$ cat src/rtl/next_piece_fetcher.sv
// Reads the 3x4 next-piece preview window from grid memory, decodes the piece
// type and translates the occupied preview cells into playfield spawn addresses.
module next_piece_fetcher #(
    parameter logic [7:0] NEXT_PIECE_BASE_ADDR = 8'd240,
    parameter int         GRID_WIDTH           = 10,
    parameter int         SPAWN_ROW            = 0,
    parameter int         SPAWN_COL            = 4
) (
    input  logic       clk,
    input  logic       rst,
    input  logic       start,
    output logic       rd_en,
    output logic [7:0] rd_addr,
    input  logic [7:0] rd_data,
    output logic       busy,
    output logic       done,
    output logic [2:0] piece_type,
    output logic [7:0] cell_addr_1,
    output logic [7:0] cell_addr_2,
    output logic [7:0] cell_addr_3,
    output logic [7:0] cell_addr_4,
    output logic       error,
    output logic [1:0] state_dbg
);

    // Handshake: start is a level sampled only in IDLE; once accepted, busy is
    // high until the single-cycle done pulse, and results hold until the next
    // accepted start. start seen while busy or during done is dropped.
    typedef enum logic [1:0] {
        S_IDLE = 2'd0,
        S_READ = 2'd1,
        S_LAST = 2'd2,
        S_DONE = 2'd3
    } state_t;

    state_t state;
    state_t state_nxt;

    logic [3:0] rd_idx;
    logic [2:0] count;
    logic [7:0] first_q;
    logic [2:0] type_q;
    logic       error_q;
    logic [7:0] slot_q [4];

    logic       cap_en;
    logic [3:0] cap_k;
    logic [7:0] cap_addr;
    logic       slot_we;
    logic [2:0] cnt_nxt;
    logic [7:0] first_nxt;
    logic [2:0] type_nxt;
    logic       err_nxt;
    logic [7:0] type_tmp;

    // Row/col come from compares against multiples of 3; the multiply is by
    // elaboration constants only.
    function automatic logic [7:0] spawn_addr(input logic [3:0] k);
        int row;
        int col;
        int lin;
        if (k < 4'd3) begin
            row = 0;
            col = 32'(k);
        end else if (k < 4'd6) begin
            row = 1;
            col = 32'(k) - 3;
        end else if (k < 4'd9) begin
            row = 2;
            col = 32'(k) - 6;
        end else begin
            row = 3;
            col = 32'(k) - 9;
        end
        lin = (SPAWN_ROW + row) * GRID_WIDTH + SPAWN_COL + col;
        return lin[7:0];
    endfunction

    always_ff @(posedge clk) begin
        if (!rst) begin
            state <= S_IDLE;
        end else begin
            state <= state_nxt;
        end
    end

    always_comb begin
        state_nxt = state;
        case (state)
            S_IDLE: if (start) state_nxt = S_READ;
            S_READ: if (rd_idx == 4'd11) state_nxt = S_LAST;
            S_LAST: state_nxt = S_DONE;
            S_DONE: state_nxt = S_IDLE;
            default: state_nxt = S_IDLE;
        endcase
    end

    always_comb begin
        rd_en     = (state == S_READ);
        rd_addr   = (state == S_READ) ? NEXT_PIECE_BASE_ADDR + {4'd0, rd_idx} : 8'd0;
        busy      = (state == S_READ) || (state == S_LAST);
        done      = (state == S_DONE);
        state_dbg = state;
    end

    // Data for the address issued one cycle earlier arrives now.
    always_comb begin
        cap_en    = ((state == S_READ) && (rd_idx != 4'd0)) || (state == S_LAST);
        cap_k     = (state == S_LAST) ? 4'd11 : rd_idx - 4'd1;
        cap_addr  = spawn_addr(cap_k);
        slot_we   = 1'b0;
        cnt_nxt   = count;
        first_nxt = first_q;
        type_nxt  = type_q;
        err_nxt   = error_q;
        type_tmp  = rd_data - 8'd1;
        if (cap_en && (rd_data != 8'd0)) begin
            if (rd_data > 8'd7) err_nxt = 1'b1;
            if (first_q == 8'd0) begin
                first_nxt = rd_data;
                type_nxt  = type_tmp[2:0];
            end else if (rd_data != first_q) begin
                err_nxt = 1'b1;
            end
            if (count < 3'd4) begin
                slot_we = 1'b1;
                cnt_nxt = count + 3'd1;
            end else begin
                err_nxt = 1'b1;
            end
        end
        if ((state == S_LAST) && (cnt_nxt != 3'd4)) err_nxt = 1'b1;
    end

    always_ff @(posedge clk) begin
        if (!rst || ((state == S_IDLE) && start)) begin
            rd_idx  <= 4'd0;
            count   <= 3'd0;
            first_q <= 8'd0;
            type_q  <= 3'd0;
            error_q <= 1'b0;
            for (int i = 0; i < 4; i++) slot_q[i] <= 8'd0;
        end else begin
            if (state == S_READ) rd_idx <= rd_idx + 4'd1;
            count   <= cnt_nxt;
            first_q <= first_nxt;
            type_q  <= type_nxt;
            error_q <= err_nxt;
            if (slot_we) slot_q[count[1:0]] <= cap_addr;
        end
    end

    assign piece_type  = type_q;
    assign error       = error_q;
    assign cell_addr_1 = slot_q[0];
    assign cell_addr_2 = slot_q[1];
    assign cell_addr_3 = slot_q[2];
    assign cell_addr_4 = slot_q[3];

endmodule

$ cat config.mk
export PLATFORM = sky130hd
export DESIGN_NAME = next_piece_fetcher
export DESIGN_NICKNAME = d
export VERILOG_FILES = /design/src/rtl/next_piece_fetcher.sv
export SDC_FILE = /design/constraint.sdc
export NUM_CORES = 1
export LEC_CHECK = 0
export ABC_AREA = 1
export CAP_MARGIN = 20
export CORE_UTILIZATION = 43
export DETAILED_ROUTE_END_ITERATION = 16
export GPL_ROUTABILITY_DRIVEN = 1
export GPL_TIMING_DRIVEN = 0
export PLACE_DENSITY = 0.69
export SYNTH_ARGS = -nofsm -noshare
export SYNTH_HDL_FRONTEND = slang
export SYNTH_SLANG_ARGS = --single-unit
$ cat constraint.sdc
create_clock -name clk -period 3.25 [get_ports clk]
set_clock_uncertainty 0.05 [all_clocks]
set_input_delay 0.4875 -clock clk [delete_from_list [all_inputs] [get_ports clk]]
set_output_delay 0.4875 -clock clk [all_outputs]
set_load 0.02 [all_outputs]
; After elaboration in Yosys (flattened, before gate mapping)
; Memory sizes are Yosys's and may differ from the RTL's.
; Cells that the tools add are included.
[word_totals]
elab_cells = 76
latch_bits = 0
in_bits = 11
register_bits = 21
rom_bits = 0
output_inout_bits = 49
mem_bits_rw = 32
mem_count = 1
[classes]
n_div = 0
n_shift = 0
n_eq_ne = 8
mux = 29
mul = 1
reduce_logical = 16
n_lt_le_gt_ge = 5
bitwise_logic = 0
addsub = 10
[mem_list]
columns = name, words, width, read_ports, rd_ports_with_merged_regs, write_ports, line_no
row1 = slot_q, 4, 8, 4, 0, 4, 44  ; logic [7:0] slot_q [4];
[op_table]
columns = cell, count
row1 = $mux 8, 5
row2 = $mux 1, 15
row3 = $mux 2, 5
row4 = $add 8x4->8 const B, 1
row5 = $add 8x8->8, 1
row6 = $gt 8x3->1 const B, 1
row7 = $logic_not 8->1, 1
row8 = $ne 8x8->1, 1
row9 = $pmux 2 s4, 1
row10 = $reduce_bool 8->1, 1
row11 = $reduce_or 8->1, 1
row12 = $add 5x5->6 const A, 1
row13 = $mux 3, 2
row14 = $mul 2x3->5 const B, 1
row15 = $sub 4x2->5 const B, 1
row16 = $sub 4x3->5 const B, 1
row17 = $sub 4x4->5 const B, 1
row18 = $add 4x1->4 const B, 1
row19 = $eq 2x2->1 const B, 2
row20 = $eq 4x4->1 const B, 1
row21 = $logic_and 1x1->1, 4
row22 = $lt 4x2->1 const B, 1
row23 = $lt 4x3->1 const B, 1
row24 = $lt 4x4->1 const B, 1
row25 = other kinds (15), 18

; Logic depth before layout (Yosys ltp)
; Gate-level depths: netlist of the first run.
[logic_depth]
ltp_word = 10
mapped_depth = 23
mapped_depth_nobuf = 23

; Least setup slack after synthesis of the first run
; OpenSTA, ideal clock, no wires.
[synth_timing]
kind = register to register
from = register state[0], in the netlist state_dbg[0]
to = memory slot_q[1][6] (data pin)
arrival_ns = 3.398
n_path_buf = 0
required_time_ns = 2.941
path_slack_ns = -0.457
period_less_slack_ns = 3.707
setup_time_ns = 0.259
stages_incl_launch_ff = 18
path_cell_list = dfxtp_1 -> inv_1 -> ha_1 -> nor2_1 -> inv_1 -> ha_1 -> inv_1 -> ha_1 -> o21ai_0 -> o211ai_1 -> nand2_1 -> ha_1 -> inv_1 -> ha_1 -> fa_1 -> a31o_2 -> nand3_1 -> a21oi_1
[synth_rtl]
columns = item, line_no
row1 = "start, declared", 36  ; state_t state;
row2 = "start signal, assigned", 83  ; state <= state_nxt;
row3 = "end, declared", 44

==> impl_metrics.json, run 1 <==
{
  "cts.clk_slew.worst_paths_ns": 0.09,
  "nNetsFinal": 490,
  "synth_flop_cell": "edfxtp_1",
  "maxSlewViolCount": 0,
  "r2r_slack_ns": -0.02,
  "finalHoldWorstSlack_ns": 0.4413,
  "end_kind": "flop",
  "place_congestion": 0.8097,
  "die_area_um2": 7533,
  "rsz0062_at_grt": "yes",
  "setup_slack_ns": -0.02220,
  "route.detailed.drc": 0,
  "startpoint": "state_dbg[0]",
  "cts_buffer_depth": 2,
  "yosysWarnings": 0,
  "netlist_area_um2": 3092,
  "power.density_nw_per_um2": 936.8,
  "setup_tns_ns": -0.08487,
  "synth_nets": 400,
  "fin_crit_ns": 3.272,
  "vdd_drop_max_mv": 0.4727,
  "tightest_slew_ns": 0.6285,
  "async_flop_share_pct": 0,
  "path_max_fanout": 6,
  "die_w_um": 86.80,
  "drt_iter0_markers": 80,
  "dr.pass1.iters": 4,
  "ant_nets": 0,
  "grt_pass1_vias": 2335,
  "period_share_pct": 100.7,
  "crit_arrival_ns": 3.29,
  "cap_violations": 0,
  "hold_path_class": "reg2reg",
  "grt_usage_pct": 17.83,
  "num_vias": 2574,
  "antenna_found_initial": 0,
  "insertion_delay_ns": 0.31,
  "antenna_cells": 0,
  "status": "complete, but fails checks",
  "synth_seq_cells": 53,
  "total_leakage_power_nw": 1.799,
  "max_freq_mhz": 305.6,
  "synth-edff-count": 32,
  "crit_end": "slot_q[0][6]",
  "coreArea_um2": 6869,
  "area_growth_pct": 42.61,
  "wire_per_inst_um": 11.77,
  "rows": 30,
  "start_util_pct": 45.01,
  "synth.avg_cell_area_um2": 8.541,
  "slew_headroom_pct": 58.10,
  "reg2regPathDepth": 19,
  "cts_tree": "done",
  "cts_hold_buffers": 0,
  "h-tree-depth": 2,
  "ys_types": 37,
  "violations": "setup timing",
  "start_kind": "flop",
  "dp_hpwl_mm": 4.592,
  "grt_overflow": 0,
  "worstPathRequired_ns": 3.27,
  "ys_seq_area_share_pct": 44.68,
  "setup_viol": 5,
  "port_buffers": 59,
  "mostFrequentLayoutCell": "nand2_1",
  "ioPinCount": 60,
  "final_cell_mix": "nand2_1, clkdlybuf4s50_1, nor2_1",
  "cts_num_sinks": 53,
  "yosysTopAreaCell": "edfxtp_1",
  "die_h_um": 86.80,
  "r2r_start": "state_dbg[0]",
  "tritoncts.num_buffers": 5,
  "synth_cells": 362,
  "synth_top_area_share_pct": 31.08,
  "grt_pass1_wl_mm": 10.47,
  "viasPerCell": 4.689,
  "hold_violations": 0,
  "crit_type": "reg2reg",
  "synth.area.top_cells": "edfxtp_1, dfxtp_1, ha_1",
  "grt_start_max_net_pins": 17,
  "drive_above_1_share_pct": 27.59,
  "clock-root-buffer": "clkbuf_8",
  "wl_mm": 6.464,
  "r2r-end": "slot_q[0][6]"
}
## final cells by class
| type | count | area (µm²) |
|---|---|---|
| clock inverters | 2 | 13.76 |
| multi-input cells | 242 | 1740 |
| plain buffers | 7 | 48.80 |
| clock buffers | 6 | 72.57 |
| inverters | 60 | 244.0 |
| well taps | 96 | 120.1 |
| fillers | 586 | 2460 |
| repair buffers | 83 | 778.2 |
| flip-flops and latches | 53 | 1391 |
## per-stage QoR
stage | power [W] | cells | utilization, % | area (µm²) | setup WS (ns)
after global placement | 0.003063 | 517 | 56.41 | 3875 | -0.2844
after detailed placement | 0.003116 | 517 | 56.41 | 3875 | -0.3376
after CTS | 0.003795 | 537 | 60.69 | 4169 | 0.007915
final | 0.004130 | 549 | 64.19 | 4409 | -0.02220
after floorplan | 0.002429 | 362 | - | 3164 | 0.006304
after global routing | 0.004418 | 549 | 64.19 | 4409 | -0.1671
## kinds of logic (layout without fill, tap and decap cells)
logic type | Yosys count | count (layout) | share of synthesized area (%)
and+or+nand+nor | 170 | 170 | 26.63
xor gates and xnor gates | 4 | 4 | 1.133
AOI/OAI and AO/OA | 41 | 41 | 7.487
DFF | 53 | 53 | 44.68
adders and majority gates | 27 | 27 | 11.17
buffers and inverters | 67 | 158 | 8.903
## power by group
| group | internal (W) | switching (W) | leakage (nW) |
|---|---|---|---|
| clock | 0.000153 | 0.000216 | 0.0417 |
| combinational | 0.00122 | 0.00158 | 1.24 |
| sequential | 0.000893 | 0.0000728 | 0.517 |
| total | 0.00227 | 0.00186 | 1.80 |
## Yosys cell counts, drive strengths merged (2+ instances only)
library cell and count:
nor3 4, inv 58, nand4 5, nor2 56, a21oi 20, edfxtp 32, o211ai 3, xnor2 3
ha 26, clkinv 2, buf 6, dfxtp 21, a31oi 3, nand3 14, o21ai 11, nand2 88
## repair_timing
| action | in CTS | in global routing |
|---|---|---|
| setup endpoints to repair | 20 | 20 |
| gates resized for setup | 25 | 39 |
| pin swaps | 15 | 30 |
| buffers inserted | 12 | 12 |
## worst min-delay path by stage
stage,startpoint,end,cells past startpoint
floorplan,first_q[1],first_q[1],2
global placement,piece_type[0],piece_type[0],2
detailed placement,first_q[2],first_q[2],2
CTS,first_q[2],first_q[2],2
global route,first_q[2],first_q[2],2
finish,first_q[2],first_q[2],2
## registers in the layout (all words and copies together), names as in the netlist
| signal | count |
|---|---|
| piece_type | 3 |
| rd_idx | 4 |
| error | 1 |
| state_dbg | 2 |
| first_q | 8 |
| slot_q | 32 |
| count | 3 |
## per-layer routing
metal  vias up  share of wire [%]  GRT usage, %
li1       1342                  -             -
met5         -                  0             0
met2        52                 51         31.64
met1      1175                 43         21.41
met3         5                4.0         3.714
met4         0                1.1         5.909
## worst max-delay path, stage by stage (launching register included)
cell      delay (ns)
dfxtp_4         0.37
inv_4           0.05
ha_4            0.20
inv_6           0.09
nand2_4         0.05
nor2_4          0.14
ha_4            0.15
inv_2           0.04
ha_4            0.18
inv_4           0.08
nand2_4         0.05
o211ai_1        0.16
nand2_1         0.08
ha_1            0.29
inv_2           0.05
ha_4            0.15
fa_2            0.41
a31o_4          0.27
nand3_4         0.11
a21oi_2         0.06
Note: power is estimated with default switching activity, not from simulation.
==> run 2, diff against run 1 <==
- RECOVER_POWER: default -> 25
==> run 2 against run 1 <==
The run still ends with setup timing left. Total power decreased by 0.94%. Critical path depth unchanged. Register-to-register slack hardly changed. Global-route usage unchanged. Sequential share of layout area rose by 0.054 points. Combinational power is 1% lower. Setup slack got worse by 0.00068 ns. First-iteration DRC count increased by 1.3%. Fmax barely moved. Die area stayed put. Largest cell class unchanged.
==> impl_metrics.json, run 2 (synthesized netlist as in run 1, its figures left out) <==
{
  "status": "complete, but fails checks",
  "violations": "setup timing",
  "fillers": 590,
  "end_kind": "flop",
  "place_congestion": 0.8097,
  "setup_viol": 5,
  "regMostFlops": "slot_q",
  "ant_nets": 0,
  "period_share_pct": 100.7,
  "tritoncts.num_buffers": 5,
  "path_max_fanout": 6,
  "r2r_start": "state_dbg[0]",
  "cts.clk_slew.worst_paths_ns": 0.09,
  "min_path_cells": 2,
  "start_util_pct": 45.01,
  "crit_arrival_ns": 3.29,
  "hold_violations": 0,
  "antenna_cells": 0,
  "grt_start_max_net_pins": 17,
  "seq_area_um2": 1391,
  "die_w_um": 86.80,
  "drive_above_1_share_pct": 27.15,
  "r2r-end": "slot_q[3][6]",
  "whs_endpoint": "first_q[2]",
  "die_area_um2": 7533,
  "power.density_nw_per_um2": 929.5,
  "ioPinCount": 60,
  "final_cell_mix": "nand2_1, nor2_1, inv_1",
  "largest_reg_flops": 32,
  "num_vias": 2572,
  "grt_overflow": 0,
  "rows": 30,
  "dr.pass1.iters": 4,
  "clock-root-buffer": "clkbuf_8",
  "hold_path_class": "reg2reg",
  "grt_pass1_vias": 2335,
  "antenna_found_initial": 0,
  "route.detailed.drc": 0,
  "mostFrequentLayoutCell": "nand2_1",
  "reg2regPathDepth": 19,
  "vdd_drop_max_mv": 0.4686,
  "drt_iter0_markers": 81,
  "wire_per_inst_um": 11.77,
  "worstPathRequired_ns": 3.27,
  "top_regs": "slot_q x32, first_q x8, rd_idx x4",
  "maxSlewViolCount": 0,
  "nNetsFinal": 490,
  "multiInputGateArea_um2": 1737,
  "max_freq_mhz": 305.5,
  "start_kind": "flop",
  "final_util_pct": 64.08,
  "insertion_delay_ns": 0.31,
  "slew_headroom_pct": 29.04,
  "slowest_stage": "fa_2",
  "tightest_slew_ns": 1.064,
  "cts_tree": "done",
  "critPathBufInv": 5,
  "wl_mm": 6.460,
  "pre_cts_slack_ns": -0.3376,
  "port_buffers": 59,
  "die_h_um": 86.80,
  "min_from": "first_q[2]",
  "path_delay_family": "adder cells",
  "dp_hpwl_mm": 4.592,
  "cts_num_sinks": 53,
  "area_growth_pct": 42.37,
  "viasPerCell": 4.685,
  "total_leakage_power_nw": 1.842,
  "cts_hold_buffers": 0,
  "cts_buffer_depth": 2,
  "path_cells": "inv_4 -> ha_4 -> inv_6 -> nand2_4 -> nor2_4 -> ha_4 -> inv_2 -> ha_4 -> inv_4 -> nand2_4 -> o211ai_1 -> nand2_1 -> ha_1 -> inv_2 -> ha_4 -> fa_2 -> a31o_4 -> nand3_4 -> a21oi_2",
  "setup_slack_ns": -0.02289,
  "rsz0062_at_grt": "yes",
  "grt_usage_pct": 17.83,
  "coreArea_um2": 6869,
  "postPlaceCellArea_um2": 3875,
  "crit_top_cell": "ha_4",
  "final_area_um2": 4402,
  "slowest_delay_ns": 0.41,
  "finalPower_w": 0.004091,
  "fin_crit_ns": 3.273,
  "cap_violations": 0,
  "r2r_slack_ns": -0.02,
  "h-tree-depth": 2,
  "grt_pass1_wl_mm": 10.47,
  "crit_type": "reg2reg"
}
[run 2: report_power, final]
group          switching [W]  leakage (nW)  total (W)  internal, W
logic                0.00157          1.28    0.00276      0.00119
registers          0.0000693         0.517   0.000962     0.000892
clock network       0.000217        0.0417   0.000370     0.000153
total                0.00186          1.84    0.00409      0.00223
[run 2: worst min-delay path, stage by stage, from the launching register on]
cell,delay [ns]
dfxtp_1,0.33
inv_1,0.07
a21oi_1,0.06
[run 2: layer usage]
metal,track usage [%],vias up,wire length [µm]
met2,31.64,52,3328
met4,5.909,0,74
met1,21.41,1174,2800
li1,-,1341,-
met3,3.714,5,257
met5,0,-,0
[run 2: worst max-delay path by stage]
stage / start / cells after the start / endpoint / slack, ns
2_1_floorplan: rd_idx[0] / 22 / slot_q[1][7] / 0.006
3_3_place_gp: rd_idx[1] / 22 / slot_q[0][7] / -0.28
3_5_place_dp: rd_idx[1] / 22 / slot_q[0][7] / -0.34
4_1_cts: rd_idx[0] / 20 / slot_q[0][6] / 0.008
5_1_grt: state_dbg[0] / 20 / slot_q[1][6] / -0.17
6_report: state_dbg[0] / 19 / slot_q[3][6] / -0.02
[run 2: repair_timing]
item	4_1_cts	5_1_grt
endpoints found under the setup margin	20	20
gates resized for setup	25	39
pin swaps	15	30
setup buffers	12	12
[run 2: layout make-up]
class / count / area share (%)
Buffer: 7 / 1.023
Clock buffer: 6 / 1.649
Clock inverter: 2 / 0.3127
Inverter: 60 / 5.543
Multi-Input combinational cell: 242 / 39.45
Sequential cell: 53 / 31.61
Tap cell: 96 / 2.729
Timing Repair Buffer: 83 / 17.68
[run 2: through the flow]
| stage | hold WS [ns] | instances | setup TNS, ns |
|---|---|---|---|
| 2_1_floorplan | 0.4127 | 362 | 0 |
| 3_3_place_gp | 0.4221 | 517 | -3.783 |
| 3_5_place_dp | 0.4307 | 517 | -4.411 |
| 4_1_cts | 0.4456 | 537 | 0 |
| 5_1_grt | 0.4827 | 549 | -1.701 |
| 6_report | 0.4413 | 549 | -0.08895 |
